### config.mk
export PLATFORM = sky130hd
export DESIGN_NAME = if_fetch
export DESIGN_NICKNAME = d
export VERILOG_FILES = /design/src/rtl/if_fetch.sv
export SDC_FILE = /design/constraint.sdc
export NUM_CORES = 1
export LEC_CHECK = 0
export CAP_MARGIN = 15
export CORE_MARGIN = 2
export CORE_UTILIZATION = 40
export DETAILED_ROUTE_END_ITERATION = 8
export GPL_TIMING_DRIVEN = 0
export PLACE_DENSITY = 0.65
export SLEW_MARGIN = 10
export SYNTH_ARGS = -nofsm -noshare
export SYNTH_HDL_FRONTEND = slang
export SYNTH_SLANG_ARGS = --single-unit
### constraint.sdc
create_clock -name clk_if -period 3.88 [get_ports clk_if]
set_input_delay 0.582 -clock clk_if [delete_from_list [all_inputs] [get_ports clk_if]]
set_output_delay 0.582 -clock clk_if [all_outputs]
set_load 0.005 [all_outputs]
### src/rtl/if_fetch.sv
// Instruction-fetch stage: drives a 1-cycle-latency instruction memory and registers
// the fetched word and its PC for decode, with a 1-entry buffer absorbing decode stalls.
module if_fetch #(
  parameter int                ADDR_W   = 16,
  parameter logic [ADDR_W-1:0] RESET_PC = '0,
  parameter logic [15:0]       NOP_INSN = 16'h0000
) (
  input  logic              clk_if,
  input  logic              rst_if,
  input  logic              stall,
  input  logic              br_taken,
  input  logic [ADDR_W-1:0] br_target,
  output logic              imem_req,
  output logic [ADDR_W-1:0] imem_addr,
  input  logic [15:0]       imem_rdata,
  output logic [15:0]       instruction,
  output logic [ADDR_W-1:0] pc_if,
  output logic              inst_valid
);

  localparam logic [ADDR_W-1:0] PC_STEP = {{(ADDR_W-1){1'b0}}, 1'b1};

  logic [ADDR_W-1:0] r_pc;
  logic              r_inflight;
  logic [ADDR_W-1:0] r_inflight_pc;
  logic              r_buf_valid;
  logic [15:0]       r_buf_insn;
  logic [ADDR_W-1:0] r_buf_pc;
  logic [15:0]       r_instruction;
  logic [ADDR_W-1:0] r_pc_if;
  logic              r_inst_valid;
  logic              w_req;

  // A request is only issued when its data is guaranteed a home next cycle.
  assign w_req     = !rst_if && !stall && !br_taken;
  assign imem_req  = w_req;
  assign imem_addr = r_pc;

  assign instruction = r_instruction;
  assign pc_if       = r_pc_if;
  assign inst_valid  = r_inst_valid;

  always_ff @(posedge clk_if) begin
    if (rst_if) begin
      r_pc          <= RESET_PC;
      r_inflight    <= 1'b0;
      r_inflight_pc <= '0;
      r_buf_valid   <= 1'b0;
      r_buf_insn    <= NOP_INSN;
      r_buf_pc      <= '0;
      r_instruction <= NOP_INSN;
      r_pc_if       <= '0;
      r_inst_valid  <= 1'b0;
    end else begin
      if (w_req) begin
        r_pc          <= r_pc + PC_STEP;
        r_inflight    <= 1'b1;
        r_inflight_pc <= r_pc;
      end else begin
        r_inflight    <= 1'b0;
      end

      if (br_taken) begin
        // Redirect squashes both the in-flight read and any buffered word.
        r_pc          <= br_target;
        r_buf_valid   <= 1'b0;
        r_inst_valid  <= 1'b0;
        r_instruction <= NOP_INSN;
      end else if (stall) begin
        if (r_inflight) begin
          r_buf_valid <= 1'b1;
          r_buf_insn  <= imem_rdata;
          r_buf_pc    <= r_inflight_pc;
        end
      end else if (r_buf_valid) begin
        r_instruction <= r_buf_insn;
        r_pc_if       <= r_buf_pc;
        r_inst_valid  <= 1'b1;
        r_buf_valid   <= 1'b0;
      end else if (r_inflight) begin
        r_instruction <= imem_rdata;
        r_pc_if       <= r_inflight_pc;
        r_inst_valid  <= 1'b1;
      end else begin
        r_instruction <= NOP_INSN;
        r_inst_valid  <= 1'b0;
      end
    end
  end

endmodule

Yosys cells after proc, flatten, opt, wreduce, memory -nomap -nowiden. Cells that the tools add are included.

Input port bits: 36. Register bits: 99. Output and inout bits: 50.

Multiplexer cells: 9. Add/subtract/negate cells: 1. Bitwise operators: 2. Reductions and logical operators: 11.

Operators with widths (number): 16-bit two-way mux (6); 16-bit by 1-bit adder with 16-bit output (second input constant) (1); 3-bit AND reduction (2); 2-bit nonzero test (2); 1-bit zero test (3); 1-bit two-way mux (3); 3-bit OR reduction (1); 1-bit logical AND (2); 1-bit NOT (2); 2-bit OR reduction (1).

Longest topological paths before layout. Gate-level depths: netlist (run 1).

Depth in word-level cells: 5. Gate-level depth with buffers: 7. Gate-level depth less buffers: 5.

Least setup slack after synthesis (run 1). Ideal clock, no wire load.

Path type: input-to-output. Start: input port br_taken. End: output port imem_req. Required time: 3.298 ns. Arrival: 1.602 ns. Stages on the path: 4. Path buffers: 3. Setup slack: 1.696 ns. Cells stage by stage: clkbuf_1 > nor3_1 > clkbuf_1 > clkbuf_1.

Longest elaborated chain between the ends: 2.

RTL lines: from (decl) (line 11) `input logic br_taken,`; 1-bit zero test (line 35) `assign w_req = !rst_if && !stall && !br_taken;`; 1-bit logical AND (line 35); to (decl) (line 13) `output logic imem_req,`.

No other way between the ends.

Final worst setup path (run 1).
Start: input port rst_if. End: output port imem_req.

Longest elaborated chain between the ends: 3.

RTL lines: from (decl) (line 9) `input logic rst_if,`; 1-bit zero test (line 35); 1-bit logical AND (2 in a row) (line 35).

No other way between the ends.

==> results.md, run 1 <==
- The flow ran to the end, and the final reports show no timing, DRC or antenna violations.
- Each instance of the synthesized netlist takes up on average 8.555 um^2.
- In the routed design, unresolved DRC markers number 0.
- The net count of the mapped netlist is 516.
- Of the synthesized area, sequential elements account for 0.4837.
- Buffers inserted during clock tree synthesis total 9.
- The worst hold path belongs to the class flip-flop to flip-flop.
- The critical path contains buffers and inverters numbering 5 combined.
- dfxtp_1 takes more of the synthesized area than any other cell.
- The portion of the clock cycle consumed by the worst path in the final layout is 0.8998.
- During placement, the flow inserted port buffers numbering 83.
- By area the synthesized netlist is led by dfxtp_1 48%, nand2_1 7.6%, mux2i_1 5.9%.
- In the post-route analysis, the smallest setup slack over all paths is 0.3887 ns.
- The worst setup path is launched from an input pin.
- For this run, the share of the core covered by cells in the final layout is 0.5397.
- The number of sinks on the clock net is 99.
- The category of the worst setup path capture point is a primary output.
- The biggest cell delay along the critical path is 0.60 ns.
- The critical path's top delay family is buffers and inverters.
- The horizontal die dimension is 105.2 um.
- At the worst endpoint, the required time is 3.30 ns.
- The highest-delay cell along the critical path is clkdlybuf4s50_1.
- The most common cell type on the critical path is clkbuf_1.
- IR analysis of the VDD net gives a maximum drop of 0.0001607 V.
- After filler insertion, the fill cell instance count of the layout stands at 942.
- The total number of yosys warnings is 0.
- Synthesis handed over a netlist of 479 instances.
- Of the total synthesized cell area, the portion taken by AND, OR, NAND and NOR gates is 0.1881.
- The number of setup buffers added after CTS is 0.
- TritonCTS built the clock tree.
- The number of pins exceeding their max-slew limit in the final report is 0.
- Of the total synthesized cell area, the portion taken by XOR and XNOR cells is 0.01924.
- The arithmetic-cell share of the synthesized area counting full adders, half adders and majority gates is 0.003053.
- Before antenna repair, the detailed router went through 4 iterations.
- The count of instances resized after the clock tree is built is 0.
- The worst path in the final design needs a cycle of 3.491 ns, including I/O delays and setup.
- The worst slack after detailed placement is 0.3485 ns.
- The final non-filler cell area is 0.005324 mm^2.
- The total power density per cell area is 383.6 mW/mm^2.
- The final hold violation count is 0.
- The number of cells after detailed placement is 695.
- The number of top-level pins is 86.
- The initial antenna violation count is 0.
- The longest clock path from root to sink contains 2 buffers.
- The number of DRC violations after detailed-routing iteration 0 is 197.
- Detailed placement finished with a half-perimeter wire length of 8035 um.
- The die is 105.2 um tall.
- Setup repair after global routing left no endpoint under its margin.
- The floorplan die area is 0.01107 mm^2.
- By area, the combinational part of the netlist is dominated by compound AO/OA/AOI/OAI gates.
- Timing would allow up to 0.2864 GHz.
- The growth of design area from synthesis to finish is 29.92%.
- The core region is 0.009864 mm^2.
- For this design the static power due to leakage is 1.700 nW.
- The number of H-tree levels is 3.
- The number of hold buffers added after CTS was 0.
- The buffer cell driving the clock tree root is clkbuf_8.
- Entering global routing, the biggest net connects 19 pins.
- The area share of the largest cell type after synthesis is 0.4837.
- The global-route wire length before repair is 18150 um.
- Clock latency on the worst-skew pair, taken at its later pin, is 0.37 ns.
- The critical path in this run is classified as input pin to primary output.
- At the pin with the least slew margin, the transition time is 0.7051 ns.
- The CTS clock-pin slew for the worst setup and hold paths is 0.10 ns.
- The initialized floorplan defines 36 standard-cell rows.
- The cell area after synthesis is 0.004098 mm^2.
- The number of distinct standard cells referenced by the synthesized netlist is 32.
- The all-layer global routing usage is 0.2057.
- The tightest hold path in the finished design has a slack of 0.4603 ns.
- The number of non-filler instances in the completed layout is 711.
- The detail-routed via count per cell is 5.190.
- Dividing the detail-routed wire length by the instance count gives 15.45 um.
- The total of flip-flops plus latches after synthesis is 99.
- Setup violations remaining at the end of the flow were counted as 0.
- Overall power consumption after layout is estimated at 2.042 mW.
- The initial utilization of the core area, before any placement, comes to 0.4154.
- Across the routed clock network, the largest skew measured is 0.01207 ns.
- The mux share of post-synthesis cell area is 0.05863.
- The total congestion overflow is 0.
- The remaining number of nets flagged by the antenna check after routing is 0.
- The final routed wirelength across all metal layers is 10990 um.
- Summed over all failing endpoints, the final setup total negative slack is 0 ns.
- The tool flagged a number of max-cap violations equal to 0.
- The biggest fanout along the worst timing path is 10.
- The placed cell area is 0.005095 mm^2.
- Walking the worst path, the cells encountered are clkdlybuf4s50_1 > clkbuf_1 > nor3_1 > clkbuf_1 > clkbuf_1 > clkdlybuf4s50_1.
- The via count of the first global-routing pass is 3525.
- The synthesized-area fraction occupied by ao, oa, aoi and oai cells is 0.1887.
- The fraction of layout instances using a drive strength above 1 is 0.03979.
- The worst endpoint data arrival time is 2.91 ns.
- The final weighted congestion in routability-driven placement is 0.8238.
- The detailed-route via count is 3690.
- For this run, the post-layout net count is 610.
- The count of inserted antenna diode cells is 0.
- In this run the tightest slew margin relative to its limit is 0.5300.
-- synthesized netlist by cell type (all sizes together) --
library cell	n
a2111oi	18
a211oi	16
a21o	2
a21oi	45
a221oi	15
buf	3
clkbuf	38
dfxtp	99
ha	1
inv	22
mux2i	24
nand2	83
nand2b	14
nand3	3
nand3b	2
nand4	4
nand4b	2
nor2	30
nor2b	7
nor3	10
nor4	6
nor4b	1
o21a	6
o21ai	14
o31a	1
or2	1
or3	2
or4	1
xnor2	5
xor2	4
-- layout make-up --
cell class	count	area [um^2]	area share
clock buffer	9	123.9	0.02327
clock inverter	7	105.1	0.01974
buffer	41	157.7	0.02961
tap	133	166.4	0.03126
multi-input combinational	317	1876	0.3523
sequential	99	1982	0.3723
timing repair buffer	83	830.8	0.1561
inverter	22	82.58	0.01551
-- logic make-up (layout without fill, tap and decap cells) --
kind of cell | Yosys count | after routing
flip-flops | 99 | 99
AND/OR/NAND/NOR | 166 | 166
AO/OA/AOI/OAI | 117 | 117
buffers and inverters | 63 | 162
adder cells (fa/ha/maj) | 1 | 1
multiplexers | 24 | 24
XOR/XNOR | 9 | 9
-- power breakdown --
group	switching (mW)	total (mW)	leakage (nW)	internal, mW
sequential	0.0336	1.08	0.805	1.04
combinational	0.0947	0.201	0.783	0.106
clock	0.389	0.764	0.113	0.375
total	0.517	2.04	1.70	1.52
-- registers in the layout, indices dropped and copies added (netlist names) --
signal         count
r_buf_pc          16
r_buf_insn        16
instruction       16
r_inflight_pc     16
inst_valid         1
imem_addr         16
pc_if             16
r_inflight         1
r_buf_valid        1
-- per-layer routing --
metal / global-route usage / vias up / wire (um)
li1: - / 1858 / -
met1: 0.2896 / 1713 / 5371
met2: 0.3184 / 104 / 4940
met3: 0.03649 / 15 / 518
met4: 0.06857 / 0 / 155
met5: 0 / - / 0
-- placed cells by master (no fill, tap or decap), types with 10 or more instances in the layout --
cell type and instances:
a21oi_1 45, clkbuf_1 38, inv_1 22, a211oi_1 16
a221oi_1 15, nand2_1 83, nor3_1 10, clkdlybuf4s50_1 83
dfxtp_1 99, a2111oi_0 18, o21ai_0 14, nand2b_1 14
mux2i_1 24, nor2_1 30
-- final timing paths --
kind,end,depth (start not counted),slack (ns),from
hold / removal,r_buf_pc[3],2,0.46,r_buf_pc[3]
setup reg to reg,imem_addr[14],6,1.92,imem_addr[0]
setup / recovery,imem_req,6,0.39,rst_if
hold reg to reg,r_buf_pc[3],2,0.46,r_buf_pc[3]
-- tightest hold or removal path, stage by stage (launching register included) --
cell and delay, ns:
dfxtp_1 0.32, nand2_1 0.05, a21oi_1 0.05
No activity file was read; power rests on OpenSTA's default activity.
==> run 2, diff against run 1 <==
--- a/config.mk
+++ b/config.mk
@@ -6,7 +6,7 @@
 export NUM_CORES = 1
 export LEC_CHECK = 0
 export CAP_MARGIN = 15
-export CORE_MARGIN = 2
+export CORE_MARGIN = 1
 export CORE_UTILIZATION = 40
 export DETAILED_ROUTE_END_ITERATION = 8
 export GPL_TIMING_DRIVEN = 0
==> constraint.sdc (replaced) <==
create_clock -name clk_if -period 3.88 [get_ports clk_if]
set_input_delay 0.582 -clock clk_if [delete_from_list [all_inputs] [get_ports clk_if]]
set_output_delay 0.582 -clock clk_if [all_outputs]
set_load 0.01 [all_outputs]
==> results.md, run 2 (synthesis results as in run 1) <==
- Of the total power, the share spent switching nets is 0.2475.
- Across the run, the number of max-cap violations was 0.
- The initial utilization of the core area, before any placement, comes to 0.4154.
- The worst endpoint data arrival time is 2.94 ns.
- The number of non-filler instances in the completed layout is 710.
- The category of the worst setup path capture point is a primary output.
- The remaining routing DRC violations is 0.
- The worst hold margin is 0.4590 ns.
- The global-route wire length before repair is 17660 um.
- Clock latency on the worst-skew pair, taken at its later pin, is 0.36 ns.
- The critical path in this run is classified as input pin to primary output.
- The via count of the first global-routing pass is 3514.
- The shortest clock period the worst path allows after layout is 3.526 ns.
- The congestion estimate from routability-driven global placement came to 0.8376.
- The number of iterations in the first detailed-routing pass is 5.
- The sum of negative setup slack is 0 ns.
- The worst-margin pin slew is 0.7171 ns.
- Once placement finished, the instance area stood at 0.005095 mm^2.
- In this run the horizontal extent of the chip is 103.2 um.
- The fraction of power consumed by the clock network is 0.338.
- In the final design database the tool counted 610 nets.
- The run finished with clean final reports.
- The final hold violation count is 0.
- The number of DRC violations after detailed-routing iteration 0 is 127.
- The number of top-level pins is 86.
- STA classifies the critical path startpoint as an input pin.
- Clock skew on the completed layout was measured at 0.007066 ns.
- The maximum VDD drop is 0.0001470 V.
- The share of total power dissipated in combinational logic is 0.107.
- Leaving out fill and tap cells, the most frequent cell in the layout is dfxtp_1.
- The total overflow left after global routing is 0.
- The cell-internal power is 1.463 mW.
- The total net switching power is 481.1 uW.
- The number of pins exceeding their max-slew limit in the final report is 0.
- In this run the tool buffered the top-level ports with 83 buffer cells.
- In this run the worst hold path is classified as flip-flop to flip-flop.
- In the final routed layout, each cell accounts on average for 15.32 um.
- The detailed router placed 3682 vias in this run.
- In the layout the commonest cells are 99 x dfxtp_1, 83 x nand2_1, 83 x clkdlybuf4s50_1.
- The biggest fanout along the worst timing path is 10.
- The deepest clock path buffer count is 2.
- In the global route stage, overall resource usage came out at 0.2202.
- The growth of design area from synthesis to finish is 29.04%.
- Detailed placement finished with a half-perimeter wire length of 7939 um.
- The total power density per cell area is 367.6 mW/mm^2.
- The count of instances resized after the clock tree is built is 0.
- The final non-filler cell area is 0.005288 mm^2.
- The power share of the sequential group is 0.555.
- The final core area utilization is 0.5360.
- The initial antenna violation count is 0.
- The floorplan row count is 36.
- The largest net degree at the start of global routing is 16.
- The TritonCTS clock tree is built.
- TritonCTS created 9 clock buffers.
- The detail route stage leaves a number of antenna-violating nets equal to 0.
- Counting tap cells, the placed design contains a total of 695 instances.
- The count of inserted antenna diode cells is 0.
- The final routed wirelength across all metal layers is 10880 um.
- In this run, post-CTS hold repair placed 0 buffers.
- The required time of the worst setup path is 3.30 ns.
- Clock tree synthesis found a total of 99 sinks.
- The placeable core area is 0.009864 mm^2.
- The root buffer cell chosen for the clock tree is clkbuf_8.
- The number of H-tree levels is 3.
- The CTS clock-pin slew for the worst setup and hold paths is 0.09 ns.
- Setup repair after global routing left no endpoint under its margin.
- Buffers added to address setup during post-CTS repair amount to 0.
- Setup violations remaining at the end of the flow were counted as 0.
- The die covers 0.01065 mm^2.
- The detail-routed via count per cell is 5.186.
- The fraction of layout instances using a drive strength above 1 is 0.03640.
- Headroom to the max-slew limit came out at 0.5219.
- The die is 103.2 um tall.
- The final-layout fill cell count is 933.
- The analysis attributes to cell leakage a power of 1.682 nW.
- Timing would allow up to 0.2836 GHz.
- In the finished design, the share of the clock period the worst path needs comes to 0.9088.
-- run 2: changes by cell type in the layout (fill, tap and decap cells not counted) --
cell	previous run	this run
inv_6	3	0
bufinv_16	2	1
inv_8	1	0
clkbuf_1	38	39
clkbuf_8	9	10
clkinv_4	0	1
clkinv_2	0	1
-- run 2: routing by layer --
layer	global-route usage	routed length, um	vias to the layer above
li1	-	-	1858
met1	0.2981	5344	1690
met2	0.3508	4805	120
met3	0.03495	549	14
met4	0.09101	181	0
met5	0	0	-
-- run 2: path summary, 6_finish.rpt --
kind / from / to / slack [ns] / cells after the start
setup / recovery: rst_if / imem_req / 0.35 / 6
hold / removal: r_buf_pc[4] / r_buf_pc[4] / 0.46 / 2
setup reg to reg: imem_addr[0] / imem_addr[14] / 1.93 / 6
hold reg to reg: r_buf_pc[4] / r_buf_pc[4] / 0.46 / 2
-- run 2: critical path, cell delays in order --
cell             delay, ns
clkdlybuf4s50_1       0.43
clkbuf_1              0.24
nor3_1                0.23
clkbuf_1              0.44
clkbuf_1              0.37
clkdlybuf4s50_1       0.64
-- run 2: final cells by class --
cell class              count  area [um^2]  area share
inverters                  22        82.58     0.01562
clock inverters             4        51.30    0.009702
clock buffers              11        141.4     0.02674
multi-input cells         317         1876      0.3547
plain buffers              41        157.7     0.02982
well taps                 133        166.4     0.03147
flip-flops and latches     99         1982      0.3748
repair buffers             83        830.8      0.1571
-- run 2: stage by stage --
step / setup slack (ns) / total power [mW]
after global placement: 0.3846 / 1.305
after global routing: 0.1596 / 2.029
after detailed placement: 0.3544 / 1.309
final: 0.3539 / 1.944
after floorplan: 1.656 / 1.192
after CTS: 0.3481 / 1.962
-- run 2: power groups by stage --
stage          Sequential [mW]  Combinational, mW  Clock (mW)
2_1_floorplan             1.10             0.0916           0
3_3_place_gp              1.10              0.205           0
3_5_place_dp              1.10              0.207           0
4_1_cts                   1.08              0.209       0.675
5_1_grt                   1.08              0.228       0.718
6_report                  1.08              0.208       0.657
